## src/rtl/mux_rr_reg_pkg.sv

```systemverilog
// Shared definitions for the registered round-robin/direct channel selector.
// Grant-mode encodings and the round-robin pointer advance rule.
package mux_rr_reg_pkg;

  typedef enum logic {
    MODE_DIRECT = 1'b0,
    MODE_RR     = 1'b1
  } mode_e;

  // Pointer moves just past the granted channel, wrapping at nch.
  function automatic int rr_next(input int gnt, input int nch);
    int nxt;
    if (gnt == nch - 1) begin
      nxt = 0;
    end else begin
      nxt = gnt + 1;
    end
    return nxt;
  endfunction

endpackage

```

## src/rtl/mux_rr_reg_if.sv

```systemverilog
// Source-side and consumer-side handshake bundle of the channel selector.
// The slave modport is the selector; the master modport is the surrounding datapath.
interface mux_rr_reg_if #(
  parameter int WIDTH = 32,
  parameter int NCH   = 4,
  parameter int SELW  = 2
);
  logic [NCH*WIDTH-1:0] in_data;
  logic [NCH-1:0]       in_valid;
  logic [NCH-1:0]       in_ready;
  logic [SELW-1:0]      sel;
  logic                 mode;
  logic [WIDTH-1:0]     out_data;
  logic [SELW-1:0]      out_ch;
  logic                 out_valid;
  logic                 out_ready;

  modport master (
    output in_data, in_valid, sel, mode, out_ready,
    input  in_ready, out_data, out_ch, out_valid
  );

  modport slave (
    input  in_data, in_valid, sel, mode, out_ready,
    output in_ready, out_data, out_ch, out_valid
  );
endinterface

```

## src/rtl/mux_rr_reg_rr_arb.sv

```systemverilog
// Combinational rotate-priority encoder: first requester at or after ptr, wrapping.
// ptr is assumed to be below NCH.
module rr_arb #(
  parameter int NCH  = 4,
  parameter int SELW = 2
) (
  input  logic [NCH-1:0]  req,
  input  logic [SELW-1:0] ptr,
  output logic [SELW-1:0] gnt,
  output logic            gnt_v
);

  logic [SELW:0] pos_s;

  // Walk offsets from farthest to nearest so the requester closest to ptr is written last.
  always_comb begin
    gnt   = '0;
    gnt_v = 1'b0;
    pos_s = '0;
    for (int k = NCH - 1; k >= 0; k--) begin
      pos_s = {1'b0, ptr} + (SELW + 1)'(k);
      if (pos_s >= (SELW + 1)'(NCH)) begin
        pos_s = pos_s - (SELW + 1)'(NCH);
      end else begin
        pos_s = pos_s;
      end
      if (req[pos_s[SELW-1:0]]) begin
        gnt   = pos_s[SELW-1:0];
        gnt_v = 1'b1;
      end else begin
        gnt   = gnt;
        gnt_v = gnt_v;
      end
    end
  end

endmodule

```

## src/rtl/mux_rr_reg.sv

```systemverilog
// NCH-channel registered selector with valid/ready handshake and a direct or
// round-robin grant; one output register stage between sources and consumer.
module mux_rr_reg
  import mux_rr_reg_pkg::*;
#(
  parameter int WIDTH = 32,
  parameter int NCH   = 4,
  parameter int SELW  = 2
) (
  input logic         clk,
  input logic         rst,
  mux_rr_reg_if.slave bus
);

  localparam int NSEL = 1 << SELW;

  logic [SELW-1:0]  rr_ptr_r;
  logic [WIDTH-1:0] out_data_r;
  logic [SELW-1:0]  out_ch_r;
  logic             out_valid_r;

  logic [SELW-1:0]  rr_gnt_s;
  logic             rr_gnt_v_s;
  logic [NSEL-1:0]  valid_ext_s;
  logic             sel_ok_s;
  logic [SELW-1:0]  gnt_s;
  logic             gnt_v_s;
  logic             ld_s;
  logic             xfer_s;
  logic [NCH-1:0]   ready_s;
  logic [WIDTH-1:0] sel_data_s;

  rr_arb #(.NCH(NCH), .SELW(SELW)) u_rr_arb (
    .req   (bus.in_valid),
    .ptr   (rr_ptr_r),
    .gnt   (rr_gnt_s),
    .gnt_v (rr_gnt_v_s)
  );

  // Zero-extended valids keep an out-of-range direct select from reading past NCH.
  assign valid_ext_s = NSEL'(bus.in_valid);
  assign sel_ok_s    = ({1'b0, bus.sel} < (SELW + 1)'(NCH));
  assign ld_s        = !out_valid_r || bus.out_ready;
  assign xfer_s      = ld_s && gnt_v_s;

  // Grant source: external select in direct mode, arbiter in round-robin mode.
  always_comb begin
    if (bus.mode == MODE_RR) begin
      gnt_s   = rr_gnt_s;
      gnt_v_s = rr_gnt_v_s;
    end else begin
      gnt_s   = bus.sel;
      gnt_v_s = sel_ok_s && valid_ext_s[bus.sel];
    end
  end

  // Ready fan-out and data select; neither depends on the data itself.
  always_comb begin
    ready_s    = '0;
    sel_data_s = '0;
    for (int i = 0; i < NCH; i++) begin
      ready_s[i] = xfer_s && (gnt_s == SELW'(i));
      if (gnt_s == SELW'(i)) begin
        sel_data_s = bus.in_data[i*WIDTH +: WIDTH];
      end else begin
        sel_data_s = sel_data_s;
      end
    end
  end

  // Output register and round-robin pointer; a load takes priority over a drain.
  always_ff @(posedge clk or posedge rst) begin
    if (rst) begin
      out_data_r  <= '0;
      out_ch_r    <= '0;
      out_valid_r <= 1'b0;
      rr_ptr_r    <= '0;
    end else if (xfer_s) begin
      out_data_r  <= sel_data_s;
      out_ch_r    <= gnt_s;
      out_valid_r <= 1'b1;
      if (bus.mode == MODE_RR) begin
        rr_ptr_r <= SELW'(rr_next(int'(gnt_s), NCH));
      end else begin
        rr_ptr_r <= rr_ptr_r;
      end
    end else if (out_valid_r && bus.out_ready) begin
      out_valid_r <= 1'b0;
    end else begin
      out_valid_r <= out_valid_r;
    end
  end

  assign bus.in_ready  = ready_s;
  assign bus.out_data  = out_data_r;
  assign bus.out_ch    = out_ch_r;
  assign bus.out_valid = out_valid_r;

endmodule

```

## src/flat_wrapper.sv

```systemverilog
// flat-port wrapper written by rule: the top's interface ports become plain ports
module mux_rr_reg_flat import mux_rr_reg_pkg::*;
#(
  parameter int WIDTH = 32,
  parameter int NCH   = 4,
  parameter int SELW  = 2
)
  (clk, rst, bus_in_data, bus_in_valid, bus_sel, bus_mode, bus_out_ready, bus_in_ready, bus_out_data, bus_out_ch, bus_out_valid);
  mux_rr_reg_if #(.WIDTH(WIDTH), .NCH(NCH), .SELW(SELW)) bus_i ();
  input logic clk;
  input logic rst;
  input wire logic [$bits(bus_i.in_data)-1:0] bus_in_data;
  input wire logic [$bits(bus_i.in_valid)-1:0] bus_in_valid;
  input wire logic [$bits(bus_i.sel)-1:0] bus_sel;
  input wire logic [$bits(bus_i.mode)-1:0] bus_mode;
  input wire logic [$bits(bus_i.out_ready)-1:0] bus_out_ready;
  output wire logic [$bits(bus_i.in_ready)-1:0] bus_in_ready;
  output wire logic [$bits(bus_i.out_data)-1:0] bus_out_data;
  output wire logic [$bits(bus_i.out_ch)-1:0] bus_out_ch;
  output wire logic [$bits(bus_i.out_valid)-1:0] bus_out_valid;
  assign bus_i.in_data = bus_in_data;
  assign bus_i.in_valid = bus_in_valid;
  assign bus_i.sel = bus_sel;
  assign bus_i.mode = bus_mode;
  assign bus_i.out_ready = bus_out_ready;
  assign bus_in_ready = bus_i.in_ready;
  assign bus_out_data = bus_i.out_data;
  assign bus_out_ch = bus_i.out_ch;
  assign bus_out_valid = bus_i.out_valid;
  mux_rr_reg #(.WIDTH(WIDTH), .NCH(NCH), .SELW(SELW)) u_core (.clk(clk), .rst(rst), .bus(bus_i));
endmodule
```

## config.mk

```make
export PLATFORM = sky130hd
export DESIGN_NAME = mux_rr_reg_flat
export DESIGN_NICKNAME = d
export VERILOG_FILES = /design/src/rtl/mux_rr_reg_pkg.sv /design/src/rtl/mux_rr_reg_if.sv /design/src/rtl/mux_rr_reg_rr_arb.sv /design/src/rtl/mux_rr_reg.sv /design/src/flat_wrapper.sv
export SDC_FILE = /design/constraint.sdc
export NUM_CORES = 1
export LEC_CHECK = 0
export ABC_AREA = 1
export CORE_MARGIN = 3
export CORE_UTILIZATION = 38
export CTS_CLUSTER_DIAMETER = 200
export DETAILED_ROUTE_END_ITERATION = 7
export PLACE_DENSITY_LB_ADDON = 0.08
export SKIP_LAST_GASP = 1
export SYNTH_ARGS = -nofsm -noshare
export SYNTH_HDL_FRONTEND = slang
export SYNTH_SLANG_ARGS = --single-unit
```

## constraint.sdc

```tcl
create_clock -name clk -period 3.33 [get_ports clk]
set_input_delay 0.333 -clock clk [delete_from_list [all_inputs] [get_ports clk]]
set_output_delay 0.333 -clock clk [all_outputs]
set_load 0.01 [all_outputs]
```

==> impl_metrics.ini <==
[timing]
period_needed_ps = 3080
max-slew-margin-rel_pct = 48.2
finalSetupTns_ps = 0
timing.hold.ws_ps = 467
rsz0062_at_grt = false
max_slew.worst_pin.slew_ps = 777
final-hold-violation-count = 0
setup_violations = 0
period_share_pct = 92.5
finClkSkew_ps = 4.86
fin_ws_ps = 249
slew_viol_final = 0
fmax_mhz = 325

[place]
dp_hpwl_mm = 7.69
placed_area_um2 = 4670
dp_slack_ps = 200
place_congestion = 0.897
port_buffers = 176

[power]
p_total_mw = 3.55
power_leakage_nw = 2.23
p_per_area_nw_per_um2 = 746
peakVddDrop_v = 0.000373

[floorplan]
die_w_um = 93.4
core_region_area_um2 = 7330
die_h_um = 93.4
io_pins = 177
die-area_um2 = 8730
start_util_pct = 39.6
rows = 31

[setup_path]
reg2reg_to = u_core.bus.out_data[18]
crit_path_start = bus_in_valid[2]
crit_required_ps = 3000
cp_data_arrival_time_ps = 2750
reg2reg_slack_ps = 560
cp-end-kind = primary output
cp_max_fo = 4
reg2reg_from = u_core.rr_ptr_r[0]
critPathKind = in -> out
cp-start-kind = input pin
reg2regPathDepth = 16
crit_end = bus_in_ready[1]

[cts]
cts_tree = built
insertion_delay_ps = 280
path_clk_slew_ps = 70
cts_buffer_depth = 2
cts_buffers = 5
htreeDepth = 2
clock_sinks = 37
cts_hold_buf = 0
ctsRootBufferMaster = clkbuf_8

[grt]
grt_max_degree = 65
grt_antenna_before_repair = 0
grt_pass1_vias = 3273
overflow = 0
grt_pass1_wl_mm = 15.7
grtUsageTotal_pct = 22.8

[layout]
num_antenna_cells = 0
final_common_cell = nand2_1
layout.nets = 718
area_growth_pct = 63.9
final_area_um2 = 4760
layout-drive-gt1-share_pct = 10.8
n_fill_cell = 641
multi_input_area_um2 = 1720
final_cell_mix = nand2_1, clkdlybuf4s50_1, dfrtp_1
register_area_um2 = 927

[yosys]
synth.distinct_cells = 24
yosys_warnings = 0
syn_area_um2 = 2900
syn_nets = 555
syn_avg_cell_area_um2 = 7.03
synth_seq_area_share_pct = 31.9
syn_inst = 413
ys_ff_latch = 37

[detailed_routing]
postRouteWirelength_mm = 10.2
vias = 3330
drt-vias-per-instance = 4.93
antenna_left = 0
dr.pass1.iters = 4
routedWlPerCell_um = 15.1
drt_iter0_drc = 174
drc = 0

[outcome]
status = completed

[run]
cap_viol_max_count = 0

[min_path]
hold_class = in -> async
## synth_stat cells
| cell type | count | area share, % |
|---|---|---|
| a21oi_1 | 33 | 5.7 |
| buf_12 | 3 | 2.1 |
| buf_2 | 7 | 1.2 |
| buf_4 | 4 | 1.0 |
| buf_6 | 1 | 0.39 |
| clkbuf_1 | 14 | 1.8 |
| dfrtp_1 | 37 | 32 |
| ha_1 | 4 | 1.7 |
| inv_1 | 15 | 1.9 |
| inv_6 | 2 | 0.60 |
| nand2_1 | 192 | 25 |
| nand2_2 | 5 | 1.1 |
| nand2_4 | 4 | 1.6 |
| nand3_1 | 6 | 1.0 |
| nand3_2 | 2 | 0.69 |
| nand3_4 | 1 | 0.60 |
| nand4_1 | 1 | 0.22 |
| nor2_1 | 10 | 1.3 |
| nor2_2 | 1 | 0.22 |
| nor2_4 | 2 | 0.78 |
| o211ai_1 | 6 | 1.6 |
| o211ai_2 | 27 | 12 |
| o21ai_0 | 22 | 3.8 |
| o21ai_1 | 14 | 2.4 |
## where the power goes
group          total [mW]  switching (mW)  internal, mW
clock network       0.317           0.153         0.164
logic                2.43            1.34          1.09
registers           0.803           0.136         0.668
## repair_timing
| item | CTS | global route |
|---|---|---|
| buffers inserted | 0 | 0 |
| setup endpoints to repair | 0 | 1 |
| resized for setup | 0 | 2 |
## worst min path at each step
stage	startpoint	endpoint	slack [ps]
finish	rst	u_core.bus.out_data[29]	470
global route	u_core.bus.out_data[25]	u_core.bus.out_data[25]	500
CTS	u_core.bus.out_data[5]	u_core.bus.out_data[5]	480
detailed placement	u_core.bus.out_data[7]	u_core.bus.out_data[7]	460
global placement	u_core.bus.out_data[25]	u_core.bus.out_data[25]	460
floorplan	bus_in_data[96]	u_core.bus.out_data[0]	470
## flip-flops by register name, indices dropped and copies added (netlist names)
signal                count
u_core.bus.out_valid      1
u_core.rr_ptr_r           2
u_core.bus.out_data      32
u_core.bus.out_ch         2
## through the flow
| stage | std cells | util, % |
|---|---|---|
| 3_3_place_gp | 668 | 63.7 |
| 5_1_grt | 675 | 64.9 |
| 3_5_place_dp | 668 | 63.7 |
| 2_1_floorplan | 413 | - |
| 6_report | 675 | 64.9 |
| 4_1_cts | 675 | 64.9 |
## per-layer routing
metal / track usage, % / wire, µm
met4: 4.64 / 108
met3: 8.77 / 1140
met1: 26.3 / 3990
met5: 0 / 0
met2: 40.0 / 4930
## area by class of cell
class	instances	area share, %
clock buffers	7	1.81
repair buffers	185	38.4
well taps	99	2.60
flip-flops and latches	37	19.5
inverters	17	1.55
multi-input cells	330	36.1
## logic make-up (layout without fill, tap and decap cells)
| logic type | after synthesis | count (layout) | synth area share (%) |
|---|---|---|---|
| AOI/OAI and AO/OA | 102 | 102 | 25.1 |
| DFF | 37 | 37 | 31.9 |
| buffers and inverters | 46 | 209 | 9.05 |
| and+or+nand+nor | 224 | 224 | 32.3 |
| adders and majority gates | 4 | 4 | 1.72 |
## critical path: stages
cell and delay (ps):
clkdlybuf4s50_1 550, nand2_1 120, nand2_4 110, nand2_1 70
nand2_1 80, nand2_1 70, nand2_1 60, nand2_1 60
nand3_1 100, nand2_1 100, inv_1 100, ha_2 230
inv_1 60, nor2_1 140, clkdlybuf4s50_1 560
Power figures use the tool's default switching activity.
